`src/rtl/uart_pkg.sv`:
```
// Shared constants and types for the UART sample path and the UART hex-print controller.
// Also holds the saturating-increment helper used by the drop counter.
package uart_pkg;

   localparam int UART_DATA_W = 16;
   localparam int OVF_W       = 16;
   localparam int DEC_W       = 8;

   typedef logic [OVF_W-1:0] ovf_t;
   typedef logic [DEC_W-1:0] dec_t;

   // Saturates at all-ones so a long stall never wraps the drop count back to a small value.
   function automatic ovf_t ovf_sat_inc(input ovf_t cnt);
      return (cnt == '1) ? cnt : cnt + ovf_t'(1);
   endfunction

endpackage

```
`src/rtl/uart_sample_queue_if.sv`:
```
// Producer/consumer bundle of the sample queue: sample strobe, flush, FWFT output handshake and status.
interface uart_sample_queue_if #(
   parameter int DATA_W = 16,
   parameter int DEPTH  = 16,
   localparam int LVL_W = $clog2(DEPTH) + 1
);

   logic [DATA_W-1:0] in_data;
   logic              in_valid;
   logic              flush;
   logic [DATA_W-1:0] out_data;
   logic              out_valid;
   logic              out_ready;
   logic [LVL_W-1:0]  level;
   logic [15:0]       overflow_cnt;

   modport master (
      output in_data, in_valid, flush, out_ready,
      input  out_data, out_valid, level, overflow_cnt
   );

   modport slave (
      input  in_data, in_valid, flush, out_ready,
      output out_data, out_valid, level, overflow_cnt
   );

endinterface

```
`src/rtl/sync_fifo_fwft.sv`:
```
// First-word-fall-through synchronous FIFO: head entry is held in a register and
// out-of-band full/empty are derived from a registered level, not pointer equality.
module sync_fifo_fwft #(
   parameter int DATA_W = 16,
   parameter int DEPTH  = 16,
   localparam int PTR_W = $clog2(DEPTH),
   localparam int LVL_W = PTR_W + 1
) (
   input  logic              clk,
   input  logic              rst,
   input  logic              clr,
   input  logic              push,
   input  logic [DATA_W-1:0] wr_data,
   input  logic              pop,
   output logic [DATA_W-1:0] rd_data,
   output logic              valid,
   output logic              full,
   output logic [LVL_W-1:0]  level
);

   logic [DATA_W-1:0] mem [DEPTH];
   logic [PTR_W-1:0]  wr_ptr;
   logic [PTR_W-1:0]  rd_ptr;
   logic [PTR_W-1:0]  rd_nxt;
   logic              pop_ok;
   logic              push_ok;

   assign valid = (level != '0);
   assign full  = (level == LVL_W'(DEPTH));

   always_comb begin
      pop_ok  = pop && valid;
      push_ok = push && (!full || pop_ok);
      rd_nxt  = rd_ptr + PTR_W'(1);
   end

   // Storage carries no reset; only pointers and level define what is live.
   always_ff @(posedge clk) begin
      if (push_ok && !clr) begin
         mem[wr_ptr] <= wr_data;
      end
   end

   always_ff @(posedge clk) begin
      if (rst) begin
         wr_ptr  <= '0;
         rd_ptr  <= '0;
         level   <= '0;
         rd_data <= '0;
      end else if (clr) begin
         wr_ptr <= '0;
         rd_ptr <= '0;
         level  <= '0;
      end else begin
         if (push_ok) wr_ptr <= wr_ptr + PTR_W'(1);
         if (pop_ok)  rd_ptr <= rd_nxt;

         case ({push_ok, pop_ok})
            2'b10:   level <= level + LVL_W'(1);
            2'b01:   level <= level - LVL_W'(1);
            default: level <= level;
         endcase

         // Refill the head register: from storage when a successor exists, else straight from the write port.
         if (pop_ok) begin
            if (level > LVL_W'(1)) begin
               rd_data <= mem[rd_nxt];
            end else if (push_ok) begin
               rd_data <= wr_data;
            end
         end else if (push_ok && !valid) begin
            rd_data <= wr_data;
         end
      end
   end

endmodule

```
`src/rtl/uart_sample_queue.sv`:
```
// Sample buffer in front of the UART hex printer: decimates producer strobes, drops and
// counts samples that find the queue full, and supports a synchronous flush.
module uart_sample_queue
   import uart_pkg::*;
#(
   parameter int DEPTH  = 16,
   parameter int DATA_W = UART_DATA_W,
   parameter int DECIM  = 1
) (
   input  logic                clk,
   input  logic                rst,
   uart_sample_queue_if.slave  q
);

   localparam int LVL_W = $clog2(DEPTH) + 1;

   dec_t             dec_cnt;
   ovf_t             ovf_cnt;
   logic             candidate;
   logic             pop_req;
   logic             will_pop;
   logic             fifo_full;
   logic             drop;

   always_comb begin
      candidate = q.in_valid && (dec_cnt == '0) && !q.flush;
      pop_req   = q.out_ready && !q.flush;
      will_pop  = pop_req && q.out_valid;
      drop      = candidate && fifo_full && !will_pop;
   end

   // Phase counter advances on every strobe; only phase 0 is offered to the queue.
   always_ff @(posedge clk) begin
      if (rst || q.flush) begin
         dec_cnt <= '0;
      end else if (q.in_valid) begin
         dec_cnt <= (dec_cnt == dec_t'(DECIM - 1)) ? '0 : dec_cnt + dec_t'(1);
      end
   end

   // Flush deliberately leaves the drop count alone so lost data stays visible.
   always_ff @(posedge clk) begin
      if (rst) begin
         ovf_cnt <= '0;
      end else if (drop) begin
         ovf_cnt <= ovf_sat_inc(ovf_cnt);
      end
   end

   assign q.overflow_cnt = ovf_cnt;

   sync_fifo_fwft #(
      .DATA_W (DATA_W),
      .DEPTH  (DEPTH)
   ) u_fifo (
      .clk     (clk),
      .rst     (rst),
      .clr     (q.flush),
      .push    (candidate),
      .wr_data (q.in_data),
      .pop     (pop_req),
      .rd_data (q.out_data),
      .valid   (q.out_valid),
      .full    (fifo_full),
      .level   (q.level)
   );

   logic [LVL_W-1:0] unused_level;
   assign unused_level = q.level;

endmodule

```
`src/flat_wrapper.sv`:
```
// flat-port wrapper written by rule: the top's interface ports become plain ports
module uart_sample_queue_flat import uart_pkg::*;
#(
   parameter int DEPTH  = 16,
   parameter int DATA_W = UART_DATA_W,
   parameter int DECIM  = 1
)
  (clk, rst, q_in_data, q_in_valid, q_flush, q_out_ready, q_out_data, q_out_valid, q_level, q_overflow_cnt);
  uart_sample_queue_if #(.DATA_W(DATA_W), .DEPTH(DEPTH)) q_i ();
  input  logic clk;
  input  logic rst;
  input wire logic [$bits(q_i.in_data)-1:0] q_in_data;
  input wire logic [$bits(q_i.in_valid)-1:0] q_in_valid;
  input wire logic [$bits(q_i.flush)-1:0] q_flush;
  input wire logic [$bits(q_i.out_ready)-1:0] q_out_ready;
  output wire logic [$bits(q_i.out_data)-1:0] q_out_data;
  output wire logic [$bits(q_i.out_valid)-1:0] q_out_valid;
  output wire logic [$bits(q_i.level)-1:0] q_level;
  output wire logic [$bits(q_i.overflow_cnt)-1:0] q_overflow_cnt;
  assign q_i.in_data = q_in_data;
  assign q_i.in_valid = q_in_valid;
  assign q_i.flush = q_flush;
  assign q_i.out_ready = q_out_ready;
  assign q_out_data = q_i.out_data;
  assign q_out_valid = q_i.out_valid;
  assign q_level = q_i.level;
  assign q_overflow_cnt = q_i.overflow_cnt;
  uart_sample_queue #(.DEPTH(DEPTH), .DATA_W(DATA_W), .DECIM(DECIM)) u_core (.clk(clk), .rst(rst), .q(q_i));
endmodule
```
`config.mk`:
```
export PLATFORM = sky130hd
export DESIGN_NAME = uart_sample_queue_flat
export DESIGN_NICKNAME = d
export VERILOG_FILES = /design/src/rtl/uart_pkg.sv /design/src/rtl/uart_sample_queue_if.sv /design/src/rtl/sync_fifo_fwft.sv /design/src/rtl/uart_sample_queue.sv /design/src/flat_wrapper.sv
export SDC_FILE = /design/constraint.sdc
export NUM_CORES = 1
export LEC_CHECK = 0
export CELL_PAD_IN_SITES_DETAIL_PLACEMENT = 1
export CELL_PAD_IN_SITES_GLOBAL_PLACEMENT = 1
export CORE_ASPECT_RATIO = 1.75
export CORE_MARGIN = 4
export CORE_UTILIZATION = 46
export DETAILED_ROUTE_END_ITERATION = 10
export PLACE_DENSITY = 0.87
export REMOVE_ABC_BUFFERS = 1
export SLEW_MARGIN = 20
export SYNTH_ARGS = -nofsm -noshare
export SYNTH_HDL_FRONTEND = slang
export SYNTH_SLANG_ARGS = --single-unit
```
`constraint.sdc`:
```
create_clock -name clk -period 3.26 [get_ports clk]
set_clock_uncertainty 0.1 [all_clocks]
set_input_delay 0.489 -clock clk [delete_from_list [all_inputs] [get_ports clk]]
set_output_delay 0.489 -clock clk [all_outputs]
set_load 0.005 [all_outputs]
```
Yosys cells after proc, flatten, opt, wreduce, memory -nomap -nowiden --
Memories as Yosys holds them, arrays and structs flattened. Index checks and enable logic that the tools add are counted.
Word-level totals: bits of input ports 21, word-level logic and storage cells 51, memory bits (writable) 256, output and inout port bits 38, bits in registers 53, memories kept 1
Memory list:
- u_core.u_fifo.mem | words 16, bits a word 16, read ports 1, clocked after Yosys merged registers in 0, wr ports 1, RTL line sync_fifo_fwft.sv:21 | logic [DATA_W-1:0] mem [DEPTH];
Cells by class: order comparisons 1, $add $sub $neg 6, equality and inequality tests 5, reductions and logical operators 22, multiplexer cells 8, bitwise operators 2
Operators with widths (count):
- two-way mux 16 bit | 4
- adder 16 x 1 -> 16 bit (second input constant) | 1
- equality test 16 bit (second input constant) | 1
- case mux 5 bit (2 select lines) | 1
- logical AND 1 bit | 9
- adder 4 x 1 -> 4 bit (second input constant) | 2
- adder 8 x 1 -> 8 bit (second input constant) | 1
- zero test 8 bit | 1
- two-way mux 8 bit | 1
- adder 5 x 1 -> 5 bit (second input constant) | 1
- equality test 5 bit (second input constant) | 1
- > comparator 5 x 1 -> 1 bit (second input constant) | 1
- nonzero test 5 bit | 1
- subtractor 5 x 1 -> 5 bit (second input constant) | 1
- zero test 1 bit | 4
- nonzero test 2 bit | 2
- != test 3 x 1 -> 1 bit (second input constant) | 1
- AND reduction 3 bit | 1
- equality test 2 x 1 -> 1 bit (second input constant) | 1
- equality test 2 bit (second input constant) | 1
- logical OR 1 bit | 2
- two-way mux 1 bit | 2
- inverter 1 bit | 2
- AND reduction 2 bit | 1
- OR reduction 2 bit | 1

Longest topological paths before layout --
word-level depth 8, mapped depth 9, depth with buffers taken out 8

Cells and area by module --
Synthesis repeated with hierarchy kept, for this count alone.
Unflattened totals: cell total of the unflattened synthesis 738, area, all modules 12533.3 um^2
By module, submodules not included:
- sync_fifo_fwft | cells an instance 600, times used 1, area each 11333.4 um^2, seq. area each 8267.9 um^2
- uart_sample_queue | cells an instance 138, times used 1, area each 1199.9 um^2, seq. area each 480.5 um^2

Worst setup path before layout --
OpenSTA, ideal clock, no wires.
path kind reg2reg, start point register u_core.dec_cnt[0], end point memory u_core.u_fifo.mem[0][0] (enable), library setup time 409 ps, arrival 2739 ps, cell stages (with the launch flop) 10, clock period less this slack 3248 ps, data required time 2751 ps, setup slack 12 ps, cells stage by stage dfxtp_1 > inv_1 > ha_1 > nor4b_2 > and3_1 > clkbuf_1 > and2_1 > clkbuf_1 > nand2_1 > nor3_1
On the way: cells in the longest elaborated chain, start to end 7
RTL lines:
- start: declaration | RTL line uart_sample_queue.sv:17 | dec_t dec_cnt;
- start signal: assignment | RTL line uart_sample_queue.sv:37 | dec_cnt <= (dec_cnt == dec_t'(DECIM - 1)) ? '0 : dec_cnt + dec_t'(1);
- zero test 8 bit | RTL line uart_sample_queue.sv:26 | candidate = q.in_valid && (dec_cnt == '0) && !q.flush;
- logical AND 1 bit (2 in a row) | RTL line uart_sample_queue.sv:26
- logical AND 1 bit | RTL line sync_fifo_fwft.sv:33 | push_ok = push && (!full || pop_ok);
- logical AND 1 bit | RTL line sync_fifo_fwft.sv:39 | if (push_ok && !clr) begin
- two-way mux 1 bit | RTL line sync_fifo_fwft.sv:39
- two-way mux 1 bit (implied by the code) | RTL line sync_fifo_fwft.sv:40 | mem[wr_ptr] <= wr_data;
- end: declaration | RTL line sync_fifo_fwft.sv:21
No other way between the ends.

Worst setup path in the final report --
start point register u_core.u_fifo.level[0], end point output port q_out_valid
On the way: cells in the longest elaborated chain, start to end 1
RTL lines:
- start: declaration | RTL line sync_fifo_fwft.sv:18 | output logic [LVL_W-1:0] level
- start signal: assignment | RTL line sync_fifo_fwft.sv:59 | 2'b10: level <= level + LVL_W'(1);
- start signal: assignment | RTL line sync_fifo_fwft.sv:60 | 2'b01: level <= level - LVL_W'(1);
- start signal: assignment | RTL line sync_fifo_fwft.sv:61 | default: level <= level;
- nonzero test 5 bit | RTL line sync_fifo_fwft.sv:28 | assign valid = (level != '0);
- end: declaration | RTL line flat_wrapper.sv:17 | output wire logic [$bits(q_i.out_valid)-1:0] q_out_valid;
No other way between the ends.

==> results.md <==
* CTS tree: done
* Max IR drop VDD at between 0.0004 and 0.0005 V
* Clk root buf: clkbuf_16
* Post-CTS setup buffer count at 0
* Clock slew at reported path FFs at roughly 70 ps
* Area added between synthesis and finish at 18.1%
* H-tree depth at 1
* Sequential power share at ~53%
* Leakage power at roughly 4.8 nW
* Synthesized area at between 0.01 and 0.015 mm²
* # clock sinks at 309
* Synth area leaders: edfxtp_1 60%, dfxtp_1 8.3%, mux2i_1 7.8%
* P_int at 0.00648 W
* CTS Buffer Depth at 3
* Final setup fails at 0
* R2R Path Start: u_core.u_fifo.level[1]
* Worst Hold Class: flop to flop
* Fin nets at just over 1,000
* DRT Pass-1 Iters at 4
* DR vias at between 8,000 and 9,000
* Wirelength, routed at approximately 34 mm
* I/O pins at a little under 60
* DRC errors left at 0
* Antenna cell count at 0
* Initial Utilization at between 40% and 50%
* DR vias/cell at roughly 6.0
* Slew HR at roughly 27%
* Die Width at between 100 and 150 µm
* Synth async-reset ratio at 0%
* Worst EP required at approximately 2700 ps
* Die ar. at between 0.03 and 0.04 mm²
* Largest net degree at the start of global routing at 100
* Worst-skew pair later-pin latency at between 500 and 600 ps
* Initial antenna violation count at 0
* Outcome: complete, no violations
* Top cell type's share of synthesized area at 59.9%
* Sw frac at roughly a fifth
* Critical Path Start: u_core.u_fifo.level[0]
* Yosys warning total at 0
* CP arrival at 2240 ps
* DRT antenna net count at 0
* Die Y-Extent at 229 µm
* Resized cells post-CTS at 0
* CTS Buf Count at 27
* Min-Delay Startpoint: u_core.u_fifo.rd_data[14]
* RSZ-0062 raised after global routing: no
* Max Cap Violations at 0
* Pwr dens at roughly 540 mW/mm²
* Core area at approximately 0.027 mm²
* First-pass GRT wire length at about 53 mm
* Worst slew pin tran at 1070 ps
* Fraction of layout cells with a size suffix above 1 at 13.2%
* Crit-path most repeated cell: inv_1
* Clock network fraction of total power at about 43%
* Max FO, Critical Path at 7
* Crit path cell chain: inv_1 > ha_1 > nor4b_4 > inv_1 > clkdlybuf4s50_1
* Critical path type: flop to output pin
* FF+latch count, synth at approximately 310
* Post-layout min period at between 2000 and 3000 ps
* Final Max Tran Viols at 0
* Power share of the combinational group at under 10%
* Sequential-to-total area share from yosys stat at 68.1%
* # hold bufs at CTS at 0
* Ys flop type: edfxtp_1
* EDFF count, synth at roughly 260
* Final Cycle Share at just under 90%
* Design area at about 0.015 mm²
* CP peak stage delay at roughly 500 ps
* Syn Area/Cell at between 10 and 15 µm²
* Most common cell after layout, fill and taps aside: edfxtp_1
* Highest Clock Rate at roughly 0.35 GHz
* RePlAce Congestion at 0.826
* Leading area contributor after synthesis: edfxtp_1
* Total GRT Usage at 22.4%
* Std-Cell Rows at 80
* Slowest-stage cell, CP: clkdlybuf4s50_1
* Post-DP HPWL at approximately 22 mm
* Placed inst area at ~0.014 mm²
* Most frequent cells in the layout: 256 x edfxtp_1, 100 x mux2i_1, 58 x clkdlybuf4s50_1
* Placed Instances at 1,334
* Final Hold Viols at 0
* Distinct cell type count after synthesis at between 50 and 60
* DR WL/cell at 24.8 µm
* Cells after Synth at between 900 and 1,000
* Switching Power at around 0.0016 W
* Grt ovf at 0
* Worst setup EP type: output pin
* Vias in the first global route at ~9,000
* Port buffer count at 58
* Layout Cells excl Fill at around 1,400
* DRT iter0 DRCs at 696
* Setup crit start kind: flop
## cell usage after synthesis, drive strengths merged (5+ instances only)
master,instances
edfxtp,256
a31oi,16
ha,12
a2111oi,33
nor2b,32
o32ai,16
clkbuf,38
and3,42
o21ai,6
inv,33
a21oi,15
xnor2,7
or3,8
buf,20
nor3,9
dfxtp,53
nand3,48
and2,5
nand2,17
xor2,12
nor4,17
mux2i,100
a22oi,17
nand4,8
nor2,42
o22ai,16
## worst paths after layout
| kind | depth (start not counted) | slack (ps) | to |
|---|---|---|---|
| worst min-delay path | 2 | 390 | u_core.u_fifo.rd_data[14] |
| worst max register to register | 7 | 460 | u_core.u_fifo.rd_data[11] |
| worst max-delay path | 5 | 430 | q_out_valid |
| worst min register to register | 2 | 390 | u_core.u_fifo.rd_data[14] |
## power by group through the flow
| stage | registers (W) | clock network [W] | logic (W) |
|---|---|---|---|
| after floorplan | 0.00440 | 0 | 0.000140 |
| final | 0.00431 | 0.00348 | 0.000333 |
| after global placement | 0.00440 | 0 | 0.000308 |
| after CTS | 0.00431 | 0.00355 | 0.000332 |
| after detailed placement | 0.00440 | 0 | 0.000325 |
| after global routing | 0.00431 | 0.00371 | 0.000357 |
## through the flow
step	hold WS, ps	TNS [ps]	util, %	total power (W)	setup slack (ps)
after floorplan	350	-60220	-	0.00454	-3610
after CTS	389	0	55.3	0.00820	379
after global placement	359	0	51.8	0.00470	387
after global routing	409	0	55.3	0.00838	265
final	390	0	55.3	0.00813	433
after detailed placement	379	0	51.8	0.00472	182
## state kept, by name, summed over array words and instances (netlist names)
name and count:
u_core.dec_cnt 8, u_core.q.overflow_cnt 16, u_core.u_fifo.level 5, u_core.u_fifo.mem 256
u_core.u_fifo.rd_data 16, u_core.u_fifo.rd_ptr 4, u_core.u_fifo.wr_ptr 4
## critical path, delay by kind of cell, from the launching register on
kind / cells / cell delay [ps]
fa+ha+maj: 1 / 170
simple gates: 1 / 340
buf+inv: 3 / 790
flops: 1 / 380
## logic make-up after synthesis
kind of cell	count (synthesis)	synth area share [%]
DFF	309	68.1
muxes	101	7.88
xor gates and xnor gates	19	1.30
and+or+nand+nor	242	10.7
AOI/OAI and AO/OA	134	7.95
adders and majority gates	12	1.17
buffers and inverters	91	2.87
## metal layers
layer	part of all wire, %	routed length (µm)	vias up	track usage [%]
met4	4.6	1590	0	10.8
met2	54	18500	284	40.5
met5	0	0	-	0
met1	37	12700	4186	26.1
met3	4.5	1540	96	2.85
li1	-	-	3680	-
## layout make-up
cell class / instances / area (µm²)
sequential: 309 / 8750
clock inverter: 18 / 250
inverter: 33 / 124
multi-input combinational: 508 / 3810
fill: 2685 / 12300
tap: 369 / 462
timing repair buffer: 115 / 1050
clock buffer: 31 / 721
No activity file was read; power rests on OpenSTA's default activity.
